[config.mk]
export PLATFORM = sky130hd
export DESIGN_NAME = fifo_reader
export DESIGN_NICKNAME = d
export VERILOG_FILES = /design/src/rtl/fifo_reader_pkg.sv /design/src/rtl/fifo_reader_skid.sv /design/src/rtl/fifo_reader.sv
export SDC_FILE = /design/constraint.sdc
export NUM_CORES = 1
export LEC_CHECK = 0
export CAP_MARGIN = 0
export CELL_PAD_IN_SITES_DETAIL_PLACEMENT = 1
export CELL_PAD_IN_SITES_GLOBAL_PLACEMENT = 2
export CORE_UTILIZATION = 43
export CTS_BUF_LIST = sky130_fd_sc_hd__clkbuf_8
export CTS_CLUSTER_DIAMETER = 150
export DETAILED_ROUTE_END_ITERATION = 10
export PLACE_DENSITY = 0.86
export RECOVER_POWER = 50
export SETUP_SLACK_MARGIN = 0.1
export SLEW_MARGIN = 40
export SYNTH_ARGS = -nofsm -noshare
export SYNTH_HDL_FRONTEND = slang
export SYNTH_SLANG_ARGS = --single-unit
[constraint.sdc]
create_clock -name clk -period 7 [get_ports clk]
set_clock_uncertainty 0.2 [all_clocks]
set_input_delay 0.7 -clock clk [delete_from_list [all_inputs] [get_ports clk]]
set_output_delay 0.7 -clock clk [all_outputs]
set_load 0.03 [all_outputs]
[src/rtl/fifo_reader_pkg.sv]
// Shared definitions for the fifo_reader consumer controller: FSM state
// encoding and the skid-buffer pointer-width helper.
package fifo_reader_pkg;

  typedef enum logic [1:0] {
    IDLE   = 2'd0,
    STREAM = 2'd1,
    DRAIN  = 2'd2,
    ERROR  = 2'd3
  } state_e;

  // log2 of a power-of-two depth, never narrower than one bit
  function automatic int unsigned ptr_w(input int unsigned depth);
    return (depth > 1) ? $clog2(depth) : 1;
  endfunction

endpackage

[src/rtl/fifo_reader_skid.sv]
// Circular skid buffer for fifo_reader: push at the tail, pop from the head,
// head word and occupancy exposed combinationally.
module fifo_reader_skid
  import fifo_reader_pkg::*;
#(
  parameter int unsigned W     = 8,
  parameter int unsigned DEPTH = 4
) (
  input  logic                    clk_i,
  input  logic                    reset_i,
  input  logic                    push_i,
  input  logic [W-1:0]            push_data_i,
  input  logic                    pop_i,
  output logic [W-1:0]            head_o,
  output logic [ptr_w(DEPTH):0]   count_o,
  output logic                    valid_o
);

  localparam int unsigned PW = ptr_w(DEPTH);

  logic [W-1:0]  mem_q [DEPTH];
  logic [PW-1:0] wr_ptr_q;
  logic [PW-1:0] rd_ptr_q;
  logic [PW:0]   cnt_q;
  logic          do_pop;

  assign do_pop  = pop_i && (cnt_q != '0);
  assign head_o  = mem_q[rd_ptr_q];
  assign count_o = cnt_q;
  assign valid_o = (cnt_q != '0);

  // Depth is a power of two, so natural pointer overflow is the modulo wrap
  always_ff @(posedge clk_i) begin
    if (reset_i) begin
      for (int unsigned i = 0; i < DEPTH; i++) mem_q[i] <= '0;
      wr_ptr_q <= '0;
      rd_ptr_q <= '0;
      cnt_q    <= '0;
    end else begin
      if (push_i) begin
        mem_q[wr_ptr_q] <= push_data_i;
        wr_ptr_q        <= wr_ptr_q + 1'b1;
      end
      if (do_pop) rd_ptr_q <= rd_ptr_q + 1'b1;
      cnt_q <= cnt_q + (PW+1)'(push_i) - (PW+1)'(do_pop);
    end
  end

endmodule

[src/rtl/fifo_reader.sv]
// Consumer-side FIFO read controller: pops the FIFO, absorbs its read latency
// into a skid buffer and streams valid/ready downstream.
// Optional FIFO_READER_STATS_EN adds words_cnt / stall_cnt outputs.
module fifo_reader
  import fifo_reader_pkg::*;
#(
  parameter int unsigned BITNUMBER  = 8,
  parameter int unsigned RD_LAT     = 2,
  parameter int unsigned SKID_DEPTH = 4
) (
  input  logic                 clk,
  input  logic                 reset,
  input  logic                 Fifo_empty,
  input  logic                 Fifo_almost_empty,
  input  logic                 Fifo_rd_error,
  input  logic [BITNUMBER-1:0] Fifo_Data_out,
  output logic                 Fifo_rd,
  input  logic                 ready_in,
  output logic [BITNUMBER-1:0] data_out,
  output logic                 valid_out,
  input  logic                 err_clr,
  output logic                 rd_error_sticky,
  output logic                 busy
`ifdef FIFO_READER_STATS_EN
  ,
  output logic [15:0]          words_cnt,
  output logic [15:0]          stall_cnt
`endif
);

  localparam int unsigned PW = ptr_w(SKID_DEPTH);
  localparam int unsigned CW = PW + 2;

  state_e            state_q, state_d;
  logic              rd_q, rd_d;
  logic [RD_LAT-1:0] sr_q, sr_d;
  logic [CW-1:0]     inflight_cnt;
  logic [PW:0]       skid_cnt;
  logic              credit;
  logic              capture;
  logic              pop;

  // sr_q[0] mirrors the Fifo_rd now on the wire; its data is captured when the
  // bit leaves the top, RD_LAT edges after the assertion edge
  always_comb begin
    sr_d    = '0;
    sr_d[0] = rd_d;
    for (int unsigned i = 1; i < RD_LAT; i++) sr_d[i] = sr_q[i-1];
  end

  always_comb begin
    inflight_cnt = '0;
    for (int unsigned i = 0; i < RD_LAT; i++) inflight_cnt = inflight_cnt + CW'(sr_q[i]);
  end

  assign capture = sr_q[RD_LAT-1];
  assign pop     = valid_out && ready_in;
  assign credit  = (inflight_cnt + CW'(skid_cnt)) < CW'(SKID_DEPTH);
  assign busy    = (inflight_cnt != '0) || (skid_cnt != '0);
  assign Fifo_rd = rd_q;

  always_ff @(posedge clk) begin
    if (reset) begin
      state_q <= IDLE;
      rd_q    <= 1'b0;
      sr_q    <= '0;
    end else begin
      state_q <= state_d;
      rd_q    <= rd_d;
      sr_q    <= sr_d;
    end
  end

  always_comb begin
    state_d = state_q;
    if (Fifo_rd_error) begin
      state_d = ERROR;
    end else begin
      case (state_q)
        IDLE:    if (rd_d) state_d = STREAM;
        STREAM:  if (Fifo_empty) state_d = busy ? DRAIN : IDLE;
        DRAIN: begin
          if (!Fifo_empty) state_d = STREAM;
          else if (!busy)  state_d = IDLE;
        end
        ERROR:   if (err_clr) state_d = busy ? DRAIN : IDLE;
        default: state_d = IDLE;
      endcase
    end
  end

  // Almost-empty with a pop already on the wire means the flag is stale
  always_comb begin
    rd_d = ((state_q == IDLE) || (state_q == STREAM)) &&
           !Fifo_empty && credit &&
           !(Fifo_almost_empty && rd_q) &&
           !Fifo_rd_error;
    rd_error_sticky = (state_q == ERROR);
  end

  fifo_reader_skid #(
    .W     (BITNUMBER),
    .DEPTH (SKID_DEPTH)
  ) u_skid (
    .clk_i       (clk),
    .reset_i     (reset),
    .push_i      (capture),
    .push_data_i (Fifo_Data_out),
    .pop_i       (pop),
    .head_o      (data_out),
    .count_o     (skid_cnt),
    .valid_o     (valid_out)
  );

`ifdef FIFO_READER_STATS_EN
  logic [15:0] words_q;
  logic [15:0] stall_q;

  always_ff @(posedge clk) begin
    if (reset) begin
      words_q <= '0;
      stall_q <= '0;
    end else begin
      if (valid_out && ready_in)  words_q <= words_q + 16'd1;
      if (valid_out && !ready_in) stall_q <= stall_q + 16'd1;
    end
  end

  assign words_cnt = words_q;
  assign stall_cnt = stall_q;
`endif

endmodule

### Word level (Yosys, flattened, before mapping)

Memories as Yosys holds them, arrays and structs flattened. A register that Yosys moved wholly into a read port is not among the register bits.
Cells that the tools add are included.

* add/subtract/negate cells: 6
* $lt $le $gt $ge: 1
* eq/ne operators: 7
* multiplexer cells: 18
* reductions and logical operators: 17

Operators with widths (count)
* $mux 2: 10
* $ne 3x3->1 const B: 3
* $mux 8: 1
* $pmux 2 s4: 1
* $reduce_or 8->1: 1
* $logic_and 1x1->1: 7
* $mux 1: 6
* $add 2x1->2 const B: 2
* $add 2x3->4: 1
* $eq 2x2->1 const B: 2
* $lt 4x3->1 const B: 1
* $ne 4x4->1 const B: 1
* $reduce_and 4->1: 1
* $reduce_bool 4->1: 1
* $add 3x1->3: 1
* $logic_not 1->1: 3
* $reduce_bool 3->1: 1
* $sub 3x1->3: 1
* $add 1x1->2: 1
* $eq 2x1->1 const B: 1
* $logic_not 2->1: 1
* $logic_or 1x1->1: 2

* flip-flop bits (word level): 12
* bits in writable memories: 32
* input port bits: 15
* output and inout bits: 12
* word-level logic and storage cells: 56
* memories kept: 1

Memory list
* u_skid.mem_q: depth 4, bits a word 8, read ports 1, clocked after Yosys merged registers in 1, write ports 4, RTL line fifo_reader_skid.sv:21 `logic [W-1:0] mem_q [DEPTH];`

### Logic depth before layout (Yosys ltp)

Gate-level depths: netlist (run 1).

* word-level depth: 9
* mapped depth: 8

### Modules after synthesis

A second synthesis (run 1) with hierarchy kept.

* cells, all modules: 146
* area, all modules: 2088.3 µm²

Modules (own cells, without submodules)
* fifo_reader_skid: instances 1, cells each 120, area an instance 1840.5 µm², sequential area each 1141.1 µm²
* fifo_reader: instances 1, cells each 26, area an instance 247.7 µm², sequential area each 80.1 µm²

### Least setup slack after synthesis (run 1)

No wires, ideal clock.

* kind: input to register
* from: in ready_in
* to: reg u_skid.cnt_q[2], in the netlist u_skid.count_o[2]
* arrival time: 1.990 ns
* setup slack: 4.692 ns
* stages: 8
* path buffers: 0
* cell sequence: o31a_2 ha_1 inv_1 ha_1 fa_1 xnor2_1 xnor2_1 nor2_1

* cells in the longest elaborated chain, start to end: 3

RTL lines
* start, declared: RTL line fifo_reader.sv:18 `input logic ready_in,`
* $logic_and 1x1->1: RTL line fifo_reader.sv:57 `assign pop = valid_out && ready_in;`
* $logic_and 1x1->1: RTL line fifo_reader_skid.sv:27 `assign do_pop = pop_i && (cnt_q != '0);`
* $sub 3x1->3: RTL line fifo_reader_skid.sv:45 `cnt_q <= cnt_q + (PW+1)'(push_i) - (PW+1)'(do_pop);`
* end signal, assigned: RTL line fifo_reader_skid.sv:45
* end, declared: RTL line fifo_reader_skid.sv:24 `logic [PW:0] cnt_q;`

Every way passes these cells.
A chain may end at the register's enable or synchronous reset.

==> qor.yml, run 1 <==
run_status:
  outcome: "finished, final reports clean"
critical_path:
  worstSetupEndpointType: "output port"
  r2r_start: "sr_q[1]"
  critPathMaxFanout: 8
  worst-setup-path-type: "reg2out"
  worstSetupStartpointType: "register"
  arrival_ns: 2.14
  r2r_slack_ns: 4.60
  cp_slowest_cell: "dfxtp_1"
  slowest_delay_ns: 0.66
  crit_chain: "mux4_2 > clkdlybuf4s50_1"
  required_ns: 6.10
  critPathBufInv: 1
  cpLargestDelayFamily: "flip-flops"
  r2r_cells: 3
  rr_endpoint: "u_skid.mem_q[0][5]"
clocking:
  ctsResizeCount: 0
  clk_pin_slew_ns: 0.07
  post_cts_buffers: 0
  clock-sinks: 45
  insertion_delay_ns: 0.29
  cts-root-buf: "clkbuf_8"
  max-clock-path-buffers: 2
  numCtsBuffers: 5
  h-tree-depth: 2
  hold_buffers: 0
  cts_tree: "built"
synth:
  synth_seq_cells: 45
  synth_area_per_cell_um2: 14.1
  synthesis.nets: 167
  synth-main-ff-cell: "edfxtp_1"
  synthArstFlopShare: 0
  syn-instance-count: 146
  synth_edf_count: 32
  yosysSeqAreaShare: 0.595
  yosys_warnings: 0
  synth_area_um2: 2050
  synthDistinctLibCells: 38
placed_design:
  place_hpwl_um: 3100
  numPortBuffers: 26
  dpl_worst_slack_ns: 3.81
  dp_cells: 219
  place_area_um2: 2350
  place.gp.congestion: 0.753
worst_hold_path:
  hold_path_class: "reg2reg"
  hold_end: "sr_q[1]"
  whs_path_depth: 2
  hp-start: "sr_q[0]"
timing:
  layout_min_cycle_time_ns: 3.04
  rsz0062_at_grt: "no"
  fin_crit_sh: 0.434
  hold_viol_final: 0
  finalMaxSlewViolations: 0
  setup_viol: 0
  finalSetupTns_ns: 0
  relSlewSlack: 0.317
  setup_slack_ns: 3.96
  worst_pin_slew_ns: 1.02
  timing.fmax_mhz: 329
floorplan:
  start_util: 0.459
  dieArea_um2: 5060
  die_x_um: 71.1
  coreArea_um2: 4470
  io-pin-count: 27
  placementRows: 24
  die_h_um: 71.1
power:
  leakage_nw: 0.869
  peakVddDrop_uv: 139
  finalPower_mw: 0.720
  cellPowerDensity_nw_per_um2: 299
routing:
  vias_per_cell: 5.29
  ant_nets: 0
  wire_per_inst_um: 17.7
  drt_iter0_markers: 54
  vias: 1201
  drt-pass1-iter-count: 6
  wirelength_um: 4010
  drc: 0
global_route:
  grt_pass1_wl_um: 6700
  grt_pass1_vias: 1349
  track_usage: 0.182
  antenna_found_initial: 0
  grt.overflow.total: 0
  grt_max_degree: 21
final_layout:
  fin_nets: 195
  layout-drive-gt1-share: 0.114
  final_cell_mix: "32 x edfxtp_1, 24 x clkdlybuf4s50_1, 18 x and2_0"
  final_common_cell: "edfxtp_1"
  fill_cells: 462
  multiInputGateArea_um2: 763
  register_area_um2: 1220
  diodes: 0
  final_area_um2: 2410
  final_cells: 227
  syn_to_final_growth_pct: 17.2
job:
  max_cap_viol_count: 0
worst reg2reg max path: cells and delay by family (launching register included):
| family | cells | cell delay, ns |
|---|---|---|
| flops | 1 | 0.51 |
| simple gates | 2 | 1.26 |
| buf+inv | 1 | 0.14 |
sequential cells by signal, indices dropped and copies added, names as in the netlist, named ones only:
name             count
u_skid.rd_ptr_q      2
u_skid.count_o       3
state_q              2
sr_q                 2
u_skid.wr_ptr_q      2
u_skid.mem_q        32
cell type report:
cell class	count	share of cell area
clock buffer	5	0.0286
clock inverter	3	0.00468
inverter	6	0.00936
multi-input combinational	90	0.317
sequential	45	0.508
tap	52	0.0270
timing repair buffer	26	0.106
metal layers:
layer  share of wire  vias to the layer above  track usage
met1            0.42                      588        0.212
met2            0.52                       29        0.325
met5               0                        -            0
li1                -                      577            -
met3           0.038                        7       0.0399
met4           0.021                        0       0.0800
where the power goes:
part           internal [mW]  leakage, nW  total [mW]  switching, mW
sequential             0.309        0.437       0.346         0.0362
combinational          0.119        0.380       0.228          0.110
clock                 0.0665       0.0519       0.146         0.0799
total                  0.495        0.869       0.720          0.226
cell families (layout without fill, tap and decap cells):
group	Yosys count	in the layout	synth area share
buffers and inverters	11	40	0.0225
DFF	45	45	0.595
AOI/OAI and AO/OA	9	9	0.0390
and+or+nand+nor	61	61	0.190
muxes	9	9	0.0926
xor gates and xnor gates	5	5	0.0213
adders and majority gates	6	6	0.0402
Yosys cell counts, types with 2 or more instances:
library cell   n  area (um2)
nand2_1        3        11.3
mux4_2         8         180
nor2_1         7        26.3
dfxtp_1       13         260
xnor2_1        4        35.0
nand3_1        2        10.0
and2_1        33         206
nand2b_1       2        12.5
inv_1          6        22.5
buf_2          4        20.0
nor2b_1        2        12.5
edfxtp_1      32         961
ha_1           5        62.6
through the flow:
| step | hold slack [ns] | utilization |
|---|---|---|
| floorplan | 0.285 | - |
| global placement | 0.283 | 0.526 |
| detailed placement | 0.300 | 0.526 |
| CTS | 0.320 | 0.544 |
| global route | 0.341 | 0.538 |
| finish | 0.312 | 0.538 |
worst max path at each step:
stage | cells past startpoint | endpoint | slack, ns
after CTS | 2 | data_out[0] | 3.91
after detailed placement | 4 | u_skid.mem_q[2][7] | 3.81
after floorplan | 8 | u_skid.count_o[2] | 4.69
final | 2 | data_out[0] | 3.96
after global routing | 2 | data_out[0] | 3.81
after global placement | 4 | u_skid.mem_q[2][3] | 3.97
Note: power is estimated with default switching activity, not from simulation.
==> run 2: changes to the inputs <==
- CORE_UTILIZATION: 43 -> 40
- PLACE_DENSITY: 0.86 -> 0.81
- clock period: 7 -> 3 ns (I/O delays scaled with it)
==> run 2 against run 1 <==
Register-to-register slack got worse by 4.0 ns. Worst setup slack got worse by 3.7 ns. Sequential power rose by 130%. Final cell count up 7.9%. Largest power group unchanged. Largest cell class unchanged. Count of clock-buffer cells in the layout stayed put. Non-clock buffer count up 3. Critical endpoint is now data_out[7]. Sequential share of layout area shrank 1.2 points.
==> qor.yml, run 2 (synthesis gave the netlist of run 1 again) <==
global_route:
  grt_pass1_wl_um: 6730
  grt_max_degree: 20
  grt_pass1_vias: 1321
  grt.overflow.total: 0
  antenna_found_initial: 0
  track_usage: 0.176
final_layout:
  multiInputGateArea_um2: 757
  syn_to_final_growth_pct: 20.0
  final_common_cell: "edfxtp_1"
  layout-drive-gt1-share: 0.118
  final_area_um2: 2460
  final_cells: 245
  final_cell_mix: "32 x edfxtp_1, 25 x clkdlybuf4s50_1, 19 x and2_0"
  regMostFlops: "u_skid.mem_q"
  diodes: 0
  fill_cells: 525
  register_area_um2: 1220
  fin_nets: 198
  post-route-util: 0.511
  largest_reg_flops: 32
floorplan:
  io-pin-count: 27
  start_util: 0.426
  die_x_um: 73.6
  placementRows: 25
  coreArea_um2: 4820
  dieArea_um2: 5420
  die_h_um: 73.6
clocking:
  clk_pin_slew_ns: 0.08
  h-tree-depth: 2
  ctsResizeCount: 0
  max-clock-path-buffers: 2
  post_cts_buffers: 0
  cts-root-buf: "clkbuf_8"
  insertion_delay_ns: 0.29
  numCtsBuffers: 5
  hold_buffers: 0
  cts_tree: "built"
  clock-sinks: 45
routing:
  drc: 0
  vias: 1240
  wire_per_inst_um: 17.6
  drt-pass1-iter-count: 4
  vias_per_cell: 5.06
  drt_iter0_markers: 32
  wirelength_um: 4300
  ant_nets: 0
run_status:
  outcome: "finished, final reports clean"
worst_hold_path:
  hold_path_class: "reg2reg"
timing:
  hold_viol_final: 0
  finalMaxSlewViolations: 0
  finalSetupTns_ns: 0
  whs_ns: 0.291
  setup_slack_ns: 0.287
  timing.fmax_mhz: 369
  relSlewSlack: 0.446
  fin_crit_sh: 0.904
  setup_viol: 0
  worst_pin_slew_ns: 0.831
  rsz0062_at_grt: "no"
  layout_min_cycle_time_ns: 2.71
critical_path:
  arrival_ns: 2.21
  worstSetupStartpointType: "register"
  worstSetupEndpointType: "output port"
  worst-setup-path-type: "reg2out"
  critPathMaxFanout: 8
  required_ns: 2.50
placed_design:
  place_hpwl_um: 3030
  dp_cells: 237
  place.gp.congestion: 0.700
  numPortBuffers: 26
  dpl_worst_slack_ns: 0.557
  place_area_um2: 2400
power:
  cellPowerDensity_nw_per_um2: 726
  peakVddDrop_uv: 274
  finalPower_mw: 1.79
  leakage_nw: 0.880
job:
  max_cap_viol_count: 0
run 2: cell types whose count changed in the layout (fill, tap and decap cells not counted), sizes merged:
cell           delta
inv               -2
bufinv            +1
clkbuf            +2
clkinv            +1
clkdlybuf4s50     +1
run 2: layer usage:
layer | GRT usage | vias to the layer above | routed length, um
met5 | 0 | - | 0
met4 | 0.0513 | 0 | 38
met3 | 0.0398 | 4 | 116
met2 | 0.309 | 19 | 2210
met1 | 0.217 | 632 | 1940
li1 | - | 585 | -
run 2: report_power, final:
| part | switching (mW) | internal, mW | total, mW |
|---|---|---|---|
| clock | 0.201 | 0.244 | 0.445 |
| combinational | 0.254 | 0.278 | 0.532 |
| sequential | 0.0895 | 0.721 | 0.811 |
run 2: path summary, 6_finish.rpt:
kind / start / slack [ns] / end / depth (start not counted)
worst max-delay path: register / 0.29 / data_out[7] / 2
worst min-delay path: sr_q[0] / 0.29 / sr_q[1] / 2
worst max register to register: u_skid.count_o[1] / 0.64 / u_skid.count_o[2] / 8
worst min register to register: sr_q[0] / 0.29 / sr_q[1] / 2
run 2: cell type report:
class / instances / share of cell area
inverter: 6 / 0.00914
timing repair buffer: 29 / 0.110
sequential: 45 / 0.496
clock buffer: 5 / 0.0279
multi-input combinational: 90 / 0.307
clock inverter: 3 / 0.0157
tap: 67 / 0.0340
run 2: critical path: stages, from the launching register on:
cell,delay (ns)
dfxtp_1,0.71
mux4_2,0.60
clkdlybuf4s50_1,0.61
==> run 3: changes to the inputs <==
- CORE_UTILIZATION: 40 -> 38
- CTS_BUF_LIST: sky130_fd_sc_hd__clkbuf_8 -> not set
- PLACE_DENSITY: 0.81 -> 0.77
==> run 3 against run 2 <==
Worst hold slack improved by 0.012 ns. Sequential share of layout area rose by 0.25 points. Largest power group unchanged. Critical endpoint is now data_out[2]. Flip-flop and latch count did not move. First-iteration DRC count rose by 110%. Final cell count rose by 0.82%. Routed wire length fell by 5.7%. Clock power fell by 22%.
==> qor.yml, run 3 (synthesis gave the netlist of run 1 again) <==
routing:
  ant_nets: 0
  wire_per_inst_um: 16.4
  drt-pass1-iter-count: 4
  vias: 1207
  drc: 0
  wirelength_um: 4060
  drt_iter0_markers: 66
  vias_per_cell: 4.89
final_layout:
  diodes: 0
  final_cells: 247
  largest_reg_flops: 32
  fin_nets: 197
  regMostFlops: "u_skid.mem_q"
  multiInputGateArea_um2: 772
  register_area_um2: 1220
  layout-drive-gt1-share: 0.113
  final_common_cell: "edfxtp_1"
  final_cell_mix: "32 x edfxtp_1, 25 x clkdlybuf4s50_1, 17 x and2_1"
  syn_to_final_growth_pct: 19.4
  fill_cells: 571
  final_area_um2: 2450
critical_path:
  crit_chain: "mux4_2 > clkdlybuf4s50_1"
  worstSetupStartpointType: "register"
  arrival_ns: 2.13
  critPathMaxFanout: 8
  worstSetupEndpointType: "output port"
  slowest_delay_ns: 0.66
  required_ns: 2.50
  worst-setup-path-type: "reg2out"
  cp_slowest_cell: "dfxtp_1"
job:
  max_cap_viol_count: 0
global_route:
  grt_pass1_wl_um: 6560
  track_usage: 0.163
  antenna_found_initial: 0
  grt_max_degree: 20
  grt_pass1_vias: 1299
  grt.overflow.total: 0
power:
  power_switching_share: 0.308
  leakage_nw: 0.863
  peakVddDrop_uv: 231
  p_switching_mw: 0.518
  intPower_mw: 1.16
  p_seq_frac: 0.480
  pwr-share-comb: 0.314
  p_clk_frac: 0.207
  cellPowerDensity_nw_per_um2: 686
timing:
  timing.fmax_mhz: 381
  fin_crit_sh: 0.876
  worst_pin_slew_ns: 0.881
  rsz0062_at_grt: "no"
  hold_viol_final: 0
  finalSetupTns_ns: 0
  finalMaxSlewViolations: 0
  layout_min_cycle_time_ns: 2.63
  relSlewSlack: 0.413
  setup_viol: 0
floorplan:
  die_x_um: 75.5
  dieArea_um2: 5700
  placementRows: 26
  start_util: 0.399
  coreArea_um2: 5140
  io-pin-count: 27
  die_h_um: 75.5
clocking:
  clk_pin_slew_ns: 0.07
  hold_buffers: 0
  post_cts_buffers: 0
  max-clock-path-buffers: 2
  cts_tree: "built"
  clock-sinks: 45
  insertion_delay_ns: 0.28
  cts-root-buf: "clkbuf_8"
  ctsResizeCount: 0
  numCtsBuffers: 5
  h-tree-depth: 2
placed_design:
  numPortBuffers: 26
  dp_cells: 239
  place.gp.congestion: 0.754
  place_hpwl_um: 3060
  place_area_um2: 2390
run_status:
  outcome: "finished, final reports clean"
worst_hold_path:
  hold_path_class: "reg2reg"
## run 3: metal layers
metal  GRT usage  vias up  part of all wire
met5           0        -                 0
li1            -      581                 -
met4      0.0494        0             0.012
met1       0.217      600              0.45
met2       0.265       19              0.50
met3      0.0410        7             0.038
## run 3: area by class of cell
class | instances | share of cell area
Inverter | 6 | 0.00919
Multi-Input combinational cell | 90 | 0.315
Clock buffer | 8 | 0.0327
Timing Repair Buffer | 28 | 0.109
Sequential cell | 45 | 0.498
Tap cell | 70 | 0.0357
## run 3: worst max-delay path, delay by kind of cell (launching register included)
kind     cells  cell delay, ns
mux          1            0.58
buf+inv      1            0.61
flops        1            0.66
## run 3: power groups by stage
stage,sequential (mW),clock (mW),combinational (mW)
after floorplan,0.771,0,0.404
after global placement,0.816,0,0.529
after detailed placement,0.824,0,0.539
after CTS,0.810,0.362,0.541
after global routing,0.821,0.387,0.574
final,0.807,0.347,0.528
## run 3: worst paths after layout
| check | start | to | slack, ns | cells past startpoint |
|---|---|---|---|---|
| max | register | data_out[2] | 0.37 | 2 |
| min | sr_q[0] | sr_q[1] | 0.30 | 2 |
| max reg2reg | u_skid.count_o[1] | u_skid.count_o[2] | 0.64 | 8 |
| min reg2reg | sr_q[0] | sr_q[1] | 0.30 | 2 |
## run 3: metrics by stage
| step | setup slack, ns | hold WS [ns] | util | total power [mW] |
|---|---|---|---|---|
| after floorplan | 0.795 | 0.179 | - | 1.17 |
| after global placement | 0.615 | 0.286 | 0.465 | 1.35 |
| after detailed placement | 0.572 | 0.296 | 0.465 | 1.36 |
| after CTS | 0.307 | 0.311 | 0.481 | 1.71 |
| after global routing | 0.235 | 0.340 | 0.477 | 1.78 |
| final | 0.372 | 0.304 | 0.477 | 1.68 |
